## src/rtl/axis_perf_counter_array_if.sv

```systemverilog
// Tap bundle for the monitored AXI-Stream channels: handshake, last and keep
// only. The perf counter array observes it through the slave modport.
interface axis_perf_counter_array_if #(
    parameter int NUM_CH     = 2,
    parameter int KEEP_WIDTH = 64
);
    logic [NUM_CH-1:0]            mon_tvalid;
    logic [NUM_CH-1:0]            mon_tready;
    logic [NUM_CH-1:0]            mon_tlast;
    logic [NUM_CH*KEEP_WIDTH-1:0] mon_tkeep;

    modport master (output mon_tvalid, output mon_tready, output mon_tlast, output mon_tkeep);
    modport slave  (input  mon_tvalid, input  mon_tready, input  mon_tlast, input  mon_tkeep);
endinterface

```

## src/rtl/axis_perf_counter_array.sv

```systemverilog
// Passive multi-channel AXI-Stream throughput monitor. Each channel measures a
// fixed window of WINDOW_CYCLES cycles, starting at the first handshake after
// arming, and accumulates saturating beat, byte and packet counts. A
// registered mux exposes one channel's counters for readout.
module axis_perf_counter_array #(
    parameter int          NUM_CH        = 2,
    parameter int          KEEP_WIDTH    = 64,
    parameter int          CNT_WIDTH     = 32,
    parameter int unsigned WINDOW_CYCLES = 250000000,
    parameter int          SEL_W         = (NUM_CH > 1) ? $clog2(NUM_CH) : 1,
    parameter int          BYTE_W        = CNT_WIDTH + $clog2(KEEP_WIDTH + 1)
) (
    input  logic                      clk,
    input  logic                      reset,
    axis_perf_counter_array_if.slave  mon,
    input  logic [NUM_CH-1:0]         enable,
    input  logic                      clear,
    output logic [NUM_CH-1:0]         done,
    input  logic [SEL_W-1:0]          rd_sel,
    output logic [1:0]                rd_state,
    output logic [CNT_WIDTH-1:0]      rd_cycle_cnt,
    output logic [CNT_WIDTH-1:0]      rd_beat_cnt,
    output logic [BYTE_W-1:0]         rd_byte_cnt,
    output logic [CNT_WIDTH-1:0]      rd_pkt_cnt,
    output logic                      rd_overflow
);

    typedef enum logic [1:0] {
        ST_IDLE  = 2'd0,
        ST_ARMED = 2'd1,
        ST_RUN   = 2'd2,
        ST_DONE  = 2'd3
    } state_t;

    localparam int                   KW_W     = $clog2(KEEP_WIDTH + 1);
    localparam logic [CNT_WIDTH-1:0] WIN_LAST = CNT_WIDTH'(WINDOW_CYCLES - 1);
    localparam logic [CNT_WIDTH-1:0] CNT_MAX  = '1;
    localparam logic [BYTE_W-1:0]    BYTE_MAX = '1;

    state_t               state_q [NUM_CH];
    logic [CNT_WIDTH-1:0] cycle_q [NUM_CH];
    logic [CNT_WIDTH-1:0] beat_q  [NUM_CH];
    logic [CNT_WIDTH-1:0] pkt_q   [NUM_CH];
    logic [BYTE_W-1:0]    byte_q  [NUM_CH];
    logic [NUM_CH-1:0]    ovf_q;

    logic [NUM_CH-1:0]    hs;
    logic [KW_W-1:0]      pop      [NUM_CH];
    logic [CNT_WIDTH-1:0] beat_nxt [NUM_CH];
    logic [CNT_WIDTH-1:0] pkt_nxt  [NUM_CH];
    logic [BYTE_W-1:0]    byte_nxt [NUM_CH];
    logic [NUM_CH-1:0]    sat_nxt;
    logic [BYTE_W:0]      byte_sum;

    // Per-channel handshake, tkeep popcount and saturated next counter values.
    always_comb begin
        // NOTE: every combinational output is assigned before any conditional use, so no latch is inferred.
        byte_sum = '0;
        for (int i = 0; i < NUM_CH; i++) begin
            hs[i]  = mon.mon_tvalid[i] & mon.mon_tready[i];
            pop[i] = '0;
            for (int k = 0; k < KEEP_WIDTH; k++) begin
                pop[i] = pop[i] + KW_W'(mon.mon_tkeep[i*KEEP_WIDTH + k]);
            end
            beat_nxt[i] = (beat_q[i] == CNT_MAX) ? CNT_MAX : beat_q[i] + CNT_WIDTH'(1);
            pkt_nxt[i]  = (mon.mon_tlast[i] && pkt_q[i] != CNT_MAX) ? pkt_q[i] + CNT_WIDTH'(1)
                                                                    : pkt_q[i];
            byte_sum    = {1'b0, byte_q[i]} + (BYTE_W+1)'(pop[i]);
            byte_nxt[i] = byte_sum[BYTE_W] ? BYTE_MAX : byte_sum[BYTE_W-1:0];
            sat_nxt[i]  = (beat_nxt[i] == CNT_MAX) | (byte_nxt[i] == BYTE_MAX) |
                          (pkt_nxt[i] == CNT_MAX);
        end
    end

    // Per-channel window FSM and counters: reset > clear > enable-low > normal.
    always_ff @(posedge clk) begin
        // NOTE: sequential state uses non-blocking assignments so every channel sees pre-edge values.
        if (reset) begin
            for (int i = 0; i < NUM_CH; i++) begin
                state_q[i] <= ST_IDLE;
                cycle_q[i] <= '0;
                beat_q[i]  <= '0;
                byte_q[i]  <= '0;
                pkt_q[i]   <= '0;
            end
            ovf_q <= '0;
        end else begin
            for (int i = 0; i < NUM_CH; i++) begin
                if (clear) begin
                    state_q[i] <= ST_IDLE;
                    cycle_q[i] <= '0;
                    beat_q[i]  <= '0;
                    byte_q[i]  <= '0;
                    pkt_q[i]   <= '0;
                    ovf_q[i]   <= 1'b0;
                end else if (!enable[i]) begin
                    state_q[i] <= ST_IDLE;
                end else begin
                    unique case (state_q[i])
                        ST_IDLE: begin
                            state_q[i] <= ST_ARMED;
                            cycle_q[i] <= '0;
                            beat_q[i]  <= '0;
                            byte_q[i]  <= '0;
                            pkt_q[i]   <= '0;
                            ovf_q[i]   <= 1'b0;
                        end
                        // Counters are all zero while ARMED, so the first
                        // handshake is the same counting step as any RUN cycle.
                        ST_ARMED, ST_RUN: begin
                            if (state_q[i] == ST_RUN || hs[i]) begin
                                cycle_q[i] <= cycle_q[i] + CNT_WIDTH'(1);
                                state_q[i] <= (cycle_q[i] == WIN_LAST) ? ST_DONE : ST_RUN;
                            end
                            if (hs[i]) begin
                                beat_q[i] <= beat_nxt[i];
                                byte_q[i] <= byte_nxt[i];
                                pkt_q[i]  <= pkt_nxt[i];
                                ovf_q[i]  <= ovf_q[i] | sat_nxt[i];
                            end
                        end
                        default: ;
                    endcase
                end
            end
        end
    end

    // Done flags come straight from the state registers.
    always_comb begin
        for (int i = 0; i < NUM_CH; i++) begin
            done[i] = (state_q[i] == ST_DONE);
        end
    end

    // Registered readout mux; an out-of-range select reads as all zeros.
    always_ff @(posedge clk) begin
        if (reset) begin
            rd_state     <= '0;
            rd_cycle_cnt <= '0;
            rd_beat_cnt  <= '0;
            rd_byte_cnt  <= '0;
            rd_pkt_cnt   <= '0;
            rd_overflow  <= 1'b0;
        end else begin
            rd_state     <= '0;
            rd_cycle_cnt <= '0;
            rd_beat_cnt  <= '0;
            rd_byte_cnt  <= '0;
            rd_pkt_cnt   <= '0;
            rd_overflow  <= 1'b0;
            for (int i = 0; i < NUM_CH; i++) begin
                if (rd_sel == SEL_W'(i)) begin
                    rd_state     <= state_q[i];
                    rd_cycle_cnt <= cycle_q[i];
                    rd_beat_cnt  <= beat_q[i];
                    rd_byte_cnt  <= byte_q[i];
                    rd_pkt_cnt   <= pkt_q[i];
                    rd_overflow  <= ovf_q[i];
                end
            end
        end
    end

endmodule
```

## src/flat_wrapper.sv

```systemverilog
// flat-port wrapper written by rule: the top's interface ports become plain ports
module axis_perf_counter_array_flat 
#(
    parameter int          NUM_CH        = 2,
    parameter int          KEEP_WIDTH    = 64,
    parameter int          CNT_WIDTH     = 32,
    parameter int unsigned WINDOW_CYCLES = 250000000,
    parameter int          SEL_W         = (NUM_CH > 1) ? $clog2(NUM_CH) : 1,
    parameter int          BYTE_W        = CNT_WIDTH + $clog2(KEEP_WIDTH + 1)
)
  (clk, reset, enable, clear, done, rd_sel, rd_state, rd_cycle_cnt, rd_beat_cnt, rd_byte_cnt, rd_pkt_cnt, rd_overflow, mon_mon_tvalid, mon_mon_tready, mon_mon_tlast, mon_mon_tkeep);
  axis_perf_counter_array_if #(.NUM_CH(NUM_CH), .KEEP_WIDTH(KEEP_WIDTH)) mon_i ();
  input  logic clk;
  input  logic reset;
  input  logic [NUM_CH-1:0] enable;
  input  logic clear;
  output logic [NUM_CH-1:0] done;
  input  logic [SEL_W-1:0] rd_sel;
  output logic [1:0] rd_state;
  output logic [CNT_WIDTH-1:0] rd_cycle_cnt;
  output logic [CNT_WIDTH-1:0] rd_beat_cnt;
  output logic [BYTE_W-1:0] rd_byte_cnt;
  output logic [CNT_WIDTH-1:0] rd_pkt_cnt;
  output logic rd_overflow;
  input wire logic [$bits(mon_i.mon_tvalid)-1:0] mon_mon_tvalid;
  input wire logic [$bits(mon_i.mon_tready)-1:0] mon_mon_tready;
  input wire logic [$bits(mon_i.mon_tlast)-1:0] mon_mon_tlast;
  input wire logic [$bits(mon_i.mon_tkeep)-1:0] mon_mon_tkeep;
  assign mon_i.mon_tvalid = mon_mon_tvalid;
  assign mon_i.mon_tready = mon_mon_tready;
  assign mon_i.mon_tlast = mon_mon_tlast;
  assign mon_i.mon_tkeep = mon_mon_tkeep;
  axis_perf_counter_array #(.NUM_CH(NUM_CH), .KEEP_WIDTH(KEEP_WIDTH), .CNT_WIDTH(CNT_WIDTH), .WINDOW_CYCLES(WINDOW_CYCLES), .SEL_W(SEL_W), .BYTE_W(BYTE_W)) u_core (.clk(clk), .reset(reset), .mon(mon_i), .enable(enable), .clear(clear), .done(done), .rd_sel(rd_sel), .rd_state(rd_state), .rd_cycle_cnt(rd_cycle_cnt), .rd_beat_cnt(rd_beat_cnt), .rd_byte_cnt(rd_byte_cnt), .rd_pkt_cnt(rd_pkt_cnt), .rd_overflow(rd_overflow));
endmodule
```

## config.mk

```make
export PLATFORM = sky130hd
export DESIGN_NAME = axis_perf_counter_array_flat
export DESIGN_NICKNAME = d
export VERILOG_FILES = /design/src/rtl/axis_perf_counter_array_if.sv /design/src/rtl/axis_perf_counter_array.sv /design/src/flat_wrapper.sv
export SDC_FILE = /design/constraint.sdc
export NUM_CORES = 1
export LEC_CHECK = 0
export BUFFER_PORTS_ARGS = -buffer_cell sky130_fd_sc_hd__buf_2
export CAP_MARGIN = 20
export CORE_MARGIN = 2
export CORE_UTILIZATION = 40
export CTS_BUF_LIST = sky130_fd_sc_hd__clkbuf_4 sky130_fd_sc_hd__clkbuf_8
export CTS_CLUSTER_DIAMETER = 40
export DETAILED_ROUTE_END_ITERATION = 10
export SYNTH_ARGS = -nofsm -noshare
export SYNTH_HDL_FRONTEND = slang
export SYNTH_SLANG_ARGS = --single-unit
```

## constraint.sdc

```tcl
create_clock -name clk -period 8 [get_ports clk]
set_input_delay 0.4 -clock clk [delete_from_list [all_inputs] [get_ports clk]]
set_output_delay 0.4 -clock clk [all_outputs]
set_load 0.05 [all_outputs]
```

* After elaboration in Yosys (flattened, before gate mapping)
Memories as Yosys holds them, arrays and structs flattened.
Cells that the tools add are included.
** Storage, ports and cells
- Bits in writable memories :: 274
- Input port bits :: 140
- Memories kept :: 5
- Output and inout port bits :: 140
- Bits in registers :: 140
** Operators by class
- Reduce and logical (&&, ||, !) cells :: 13
- Add/sub/neg operators :: 134
- Bitwise operators :: 40
- Equality and inequality tests :: 20
- Mux-type cells :: 97
** Memory list
- u_core.byte_q :: depth 2, bits a word 39, rd ports 2, clocked after memory_dff 0, write ports 2, line axis_perf_counter_array.sv:44 : logic [BYTE_W-1:0] byte_q [NUM_CH];
- u_core.beat_q :: depth 2, bits a word 32, rd ports 2, clocked after memory_dff 0, write ports 2, line axis_perf_counter_array.sv:42 : logic [CNT_WIDTH-1:0] beat_q [NUM_CH];
- u_core.cycle_q :: depth 2, bits a word 32, rd ports 2, clocked after memory_dff 0, write ports 2, line axis_perf_counter_array.sv:41 : logic [CNT_WIDTH-1:0] cycle_q [NUM_CH];
- u_core.pkt_q :: depth 2, bits a word 32, rd ports 2, clocked after memory_dff 0, write ports 2, line axis_perf_counter_array.sv:43 : logic [CNT_WIDTH-1:0] pkt_q [NUM_CH];
- u_core.state_q :: depth 2, bits a word 2, rd ports 2, clocked after memory_dff 0, write ports 2, line axis_perf_counter_array.sv:40 : state_t state_q [NUM_CH];
** Operator list (count)
- 7-bit by 1-bit adder with 7-bit output :: 124
- 32-bit two-way mux :: 25
- 39-bit two-way mux :: 9
- 32-bit by 1-bit adder with 32-bit output (second input constant) :: 6
- 32-bit == test (second input constant) :: 6
- 39-bit by 7-bit adder with 40-bit output :: 2
- 39-bit == test (second input constant) :: 2
- 32-bit by 28-bit == test with 1-bit output (second input constant) :: 2
- 32-bit != test (second input constant) :: 2
- 1-bit two-way mux :: 52
- 1-bit bitwise OR :: 38
- 2-bit two-way mux :: 9
- 2-bit == test (second input constant) :: 4
- 3-bit AND reduction :: 2
- 2-bit OR reduction :: 3
- 1-bit by 1-bit adder with 2-bit output :: 2
- 2-bit by 1-bit == test with 1-bit output (second input constant) :: 2
- 2-bit zero test :: 2
- 2-bit by 1-bit != test with 1-bit output (second input constant) :: 2
- 1-bit one-hot mux with 2 select lines :: 2
- 2-bit nonzero test :: 2
- 1-bit bitwise AND :: 2
- 1-bit logical AND :: 2
- 1-bit logical OR :: 2

* Longest topological paths before layout
- Depth after elaboration :: 71
- Mapped depth :: 31
- Gate-level depth less buffers :: 31

* Least setup slack after synthesis
OpenSTA, ideal clock, no wires.
- Path kind :: input-to-reg
- Start :: input mon_mon_tkeep[0]
- End :: register u_core.ovf_q[0]
- Required time :: 7.942 ns
- Stages on the path :: 23
- Arrival :: 8.345 ns
- Path slack :: -0.402 ns
- Library setup time :: 0.058 ns
- Cells stage by stage :: ha_1 -> inv_1 -> fa_1 -> fa_1 -> fa_1 -> fa_1 -> fa_1 -> fa_1 -> fa_1 -> fa_1 -> fa_1 -> fa_1 -> inv_1 -> fa_1 -> xnor2_1 -> nand4b_1 -> or4_1 -> or3_1 -> or3_1 -> or4_1 -> or4b_1 -> o31ai_2 -> a21o_1
** On the way
- Cells in the longest elaborated chain, start to end :: 71
** Ends and longest elaborated chain
- start, declared :: line flat_wrapper.sv:28 : input wire logic [$bits(mon_i.mon_tkeep)-1:0] mon_mon_tkeep;
- 1-bit by 1-bit adder with 2-bit output :: line axis_perf_counter_array.sv:63 : pop[i] = pop[i] + KW_W'(mon.mon_tkeep[i*KEEP_WIDTH + k]);
- 7-bit by 1-bit adder with 7-bit output (62 in series) :: line axis_perf_counter_array.sv:63
- 39-bit by 7-bit adder with 40-bit output :: line axis_perf_counter_array.sv:68 : byte_sum = {1'b0, byte_q[i]} + (BYTE_W+1)'(pop[i]);
- 39-bit two-way mux :: line axis_perf_counter_array.sv:69 : byte_nxt[i] = byte_sum[BYTE_W] ? BYTE_MAX : byte_sum[BYTE_W-1:0];
- 39-bit == test :: line axis_perf_counter_array.sv:70 : sat_nxt[i] = (beat_nxt[i] == CNT_MAX) | (byte_nxt[i] == BYTE_MAX) |
- 1-bit bitwise OR (2 in series) :: line axis_perf_counter_array.sv:70
- 1-bit bitwise OR :: line axis_perf_counter_array.sv:119 : ovf_q[i] <= ovf_q[i] | sat_nxt[i];
- 1-bit two-way mux :: line axis_perf_counter_array.sv:115 : if (hs[i]) begin
- 1-bit one-hot mux with 2 select lines :: line axis_perf_counter_array.sv:99 : unique case (state_q[i])
- end signal, assigned by index :: line axis_perf_counter_array.sv:119
- end, declared :: line axis_perf_counter_array.sv:45 : logic [NUM_CH-1:0] ovf_q;
Every way passes these cells. The select of a mux whose other input is x is not followed.
A chain may end at the register's enable or synchronous reset.

* Final worst setup path
Ends and elaborated chain as after synthesis.

==> impl_metrics.py <==
metrics = {
    "power_and_ir_drop": {
        "clkPwrFrac": 0.159,
        "total_power_w": 0.01755,
        "p_sw_frac": 0.4203,
        "max-vdd-ir-drop_uv": 1289,
        "intPower_w": 0.01017,
        "power.switching_w": 0.007376,
        "p_seq_frac": 0.144,
        "p_leak_nw": 12.80,
        "powerDensity_nw_per_um2": 566.1,
        "p_comb_frac": 0.697,
    },
    "timing": {
        "hold_violations": 0,
        "clock_skew_ps": 39.08,
        "setup_viol": 0,
        "finalMaxSlewViolations": 0,
        "post-route-period-util": 0.9916,
        "setup_ws_ps": 66.86,
        "min_period_ps": 7933,
        "rsz0062_at_grt": "yes",
        "max-slew-margin-rel": 0.1852,
        "max_freq_mhz": 126.1,
        "worstMarginPinSlew_ps": 1206,
    },
    "setup_path": {
        "end_kind": "flip-flop",
        "cp_max_fo": 2,
        "critPathLaunchType": "primary input",
        "cp.arrival_ps": 8540,
        "r2r_setup_slack_ps": 3750,
        "crit_type": "in -> reg",
        "cp.required_ps": 8610,
        "reg2regPathDepth": 10,
        "worstReg2RegEnd": "u_core.ovf_q[0]",
        "r2r_start": "u_core.pkt_q[0][0]",
    },
    "place": {
        "port_buffers": 279,
        "dp.cells": 3753,
        "dp_slack_ps": -660.3,
        "place_hpwl_mm": 51.98,
        "gp_congestion": 0.9095,
        "place_area_um2": 28710,
    },
    "global_routing": {
        "grt_util_met3": 0.02954,
        "grt_pass1_vias": 20878,
        "grt-busiest-layer": "met2",
        "grt_first_pass_wirelength_mm": 112.2,
        "met1_usage": 0.2744,
        "grt_max_degree": 95,
        "use_met2": 0.3531,
        "gr-usage-all-layers": 0.2076,
        "antenna_found_initial": 2,
        "overflow": 0,
    },
    "route": {
        "wl_per_cell_um": 18.08,
        "dr.pass1.iters": 5,
        "drc": 0,
        "postRouteAntennaNets": 0,
        "num_vias": 20734,
        "viasPerCell": 5.291,
        "wirelength_mm": 70.85,
        "drtIter0Drc": 1301,
    },
    "synthesis": {
        "synth_flop_cell": "edfxtp_1",
        "ys_types": 78,
        "synth_top_area_frac": 0.3172,
        "ys_seq_elements": 414,
        "yosys-top-cells-count": "nor2_1 (346), edfxtp_1 (274), inv_1 (222)",
        "synth.most_common_cell": "nor2_1",
        "synth_edf_count": 274,
        "synthesis.instances": 2656,
        "yosysSeqAreaShare": 0.4253,
        "ys_async_sr_fraction": 0,
        "synth_area_um2": 25940,
        "synth_largest_area_cell": "edfxtp_1",
        "avgSynthCellArea_um2": 9.765,
        "synth_area_leaders": "edfxtp_1 (32%), dfxtp_1 (11%), fa_1 (8.5%), mux2i_1 (5.6%), nor2_1 (5.0%)",
        "syn_nets": 2964,
        "yosys_warnings": 0,
    },
    "cts": {
        "cts-root-buf": "clkbuf_8",
        "cts_hold_buf": 0,
        "numCtsBuffers": 87,
        "clk_latency_ps": 670,
        "path_clk_slew_ps": 60,
        "clk_path_buf_depth": 3,
        "postCtsSetupRepairBufs": 0,
        "cts_sinks": 414,
        "cts_max_level": 3,
        "cts_tree": "built",
    },
    "hold_path": {
        "hp-class": "in -> reg",
        "hold_start": "enable[1]",
        "worstHoldEndpoint": "u_core.state_q[1][1]",
        "min_path_cells": 2,
    },
    "outcome": {
        "outcome": "completed",
    },
    "cells_and_area": {
        "instances_no_fill": 3919,
        "final_area_um2": 31000,
        "drive_gt1_frac": 0.1920,
        "fill_cells": 6120,
        "area_growth_pct": 19.53,
        "ff_latch_area_um2": 11030,
        "fin_nets": 3296,
        "multi_input_area_um2": 13690,
    },
    "floorplan": {
        "io-pin-count": 280,
        "fp.coreArea_um2": 64230,
        "die_h_um": 258.6,
        "dieWidth_um": 258.6,
        "initial_core_util": 0.4038,
        "die-area_um2": 66890,
        "rows": 93,
    },
    "job": {
        "cap_violations": 0,
    },
}
through the flow:
stage,util,hold WS (ps),TNS [ps]
2_1_floorplan,-,486.8,-200.1
3_3_place_gp,0.4466,530.6,-9086
3_5_place_dp,0.4470,540.5,-12940
4_1_cts,0.4811,82.07,0
5_1_grt,0.4826,120.7,-152.0
6_report,0.4826,139.9,0
critical path, stage by stage:
cell and delay (ps):
buf_2 100, ha_1 280, inv_1 70, fa_1 420, fa_1 460, fa_1 530, fa_1 430, fa_1 520
fa_1 430, fa_1 510, fa_1 420, fa_2 360, fa_1 480, inv_1 70, fa_2 370, xnor2_1 150
nand4b_1 180, or4_1 480, or3_1 300, or3_1 310, or4_4 430, or4b_4 510, o31ai_4 180, a21o_1 140
power groups by stage:
stage	Combinational [W]	Sequential, W	Clock (W)
CTS	0.0121	0.00252	0.00285
global route	0.0138	0.00253	0.00295
finish	0.0122	0.00252	0.00279
global placement	0.0116	0.00256	0
floorplan	0.00781	0.00259	0
detailed placement	0.0120	0.00256	0
cell families after synthesis:
family	share of synthesized area
AND/OR/NAND/NOR	0.1951
XOR/XNOR	0.07695
flip-flops	0.4253
adder cells (fa/ha/maj)	0.1129
buffers and inverters	0.05210
AO/OA/AOI/OAI	0.07994
multiplexers	0.05770
layer usage:
layer,share of wire,vias up
met2,0.49,502
met3,0.042,114
li1,-,9978
met1,0.44,10140
met5,0,-
met4,0.024,0
worst max path at each step:
stage                           startpoint  slack, ps  cells after the start         endpoint
after floorplan           mon_mon_tkeep[0]       -200                     23  u_core.ovf_q[0]
after global placement    mon_mon_tkeep[0]       -610                     24  u_core.ovf_q[0]
after detailed placement  mon_mon_tkeep[0]       -660                     30  u_core.ovf_q[0]
after CTS                 mon_mon_tkeep[0]         50                     30  u_core.ovf_q[0]
after global routing      mon_mon_tkeep[0]       -150                     24  u_core.ovf_q[0]
final                     mon_mon_tkeep[0]         70                     24  u_core.ovf_q[0]
registers in the layout, summed over array words and instances, names as in the netlist:
name / flops
u_core.beat_q: 64
u_core.ovf_q: 2
u_core.rd_beat_cnt: 32
u_core.pkt_q: 64
u_core.state_q: 4
u_core.rd_cycle_cnt: 32
u_core.rd_pkt_cnt: 32
u_core.rd_state: 2
u_core.cycle_q: 64
u_core.rd_byte_cnt: 39
u_core.rd_overflow: 1
u_core.byte_q: 78
cell type report:
| cell class | instances | share of cell area |
|---|---|---|
| timing repair buffer | 377 | 0.07051 |
| tap | 855 | 0.03451 |
| sequential | 414 | 0.3558 |
| multi-input combinational | 1886 | 0.4417 |
| antenna | 1 | 0.00008072 |
| clock inverter | 45 | 0.02034 |
| inverter | 222 | 0.02688 |
| clock buffer | 119 | 0.05021 |
cells in the final DEF (no fill, tap or decap), types with 25 or more instances in the layout:
master	netlist	layout
nor2_1	346	344
buf_2	9	277
edfxtp_1	274	274
inv_1	222	222
a21oi_1	174	169
nand2_1	160	157
mux2i_1	145	145
dfxtp_1	140	140
xor2_1	133	133
fa_1	110	107
clkbuf_8	0	106
nand3_1	105	104
buf_4	1	96
xnor2_1	93	93
nand4_1	70	70
ha_1	58	58
and3_1	55	55
o21ai_0	49	47
nor3_1	36	36
and4_1	29	29
nor4_1	28	28
nor2b_1	26	25
timing repair:
action / in CTS / in global routing
resized for setup: 0 / 19
endpoints found under the hold margin: 0 / 0
endpoints found under the setup margin: 0 / 3
No activity file was read; power rests on OpenSTA's default activity.
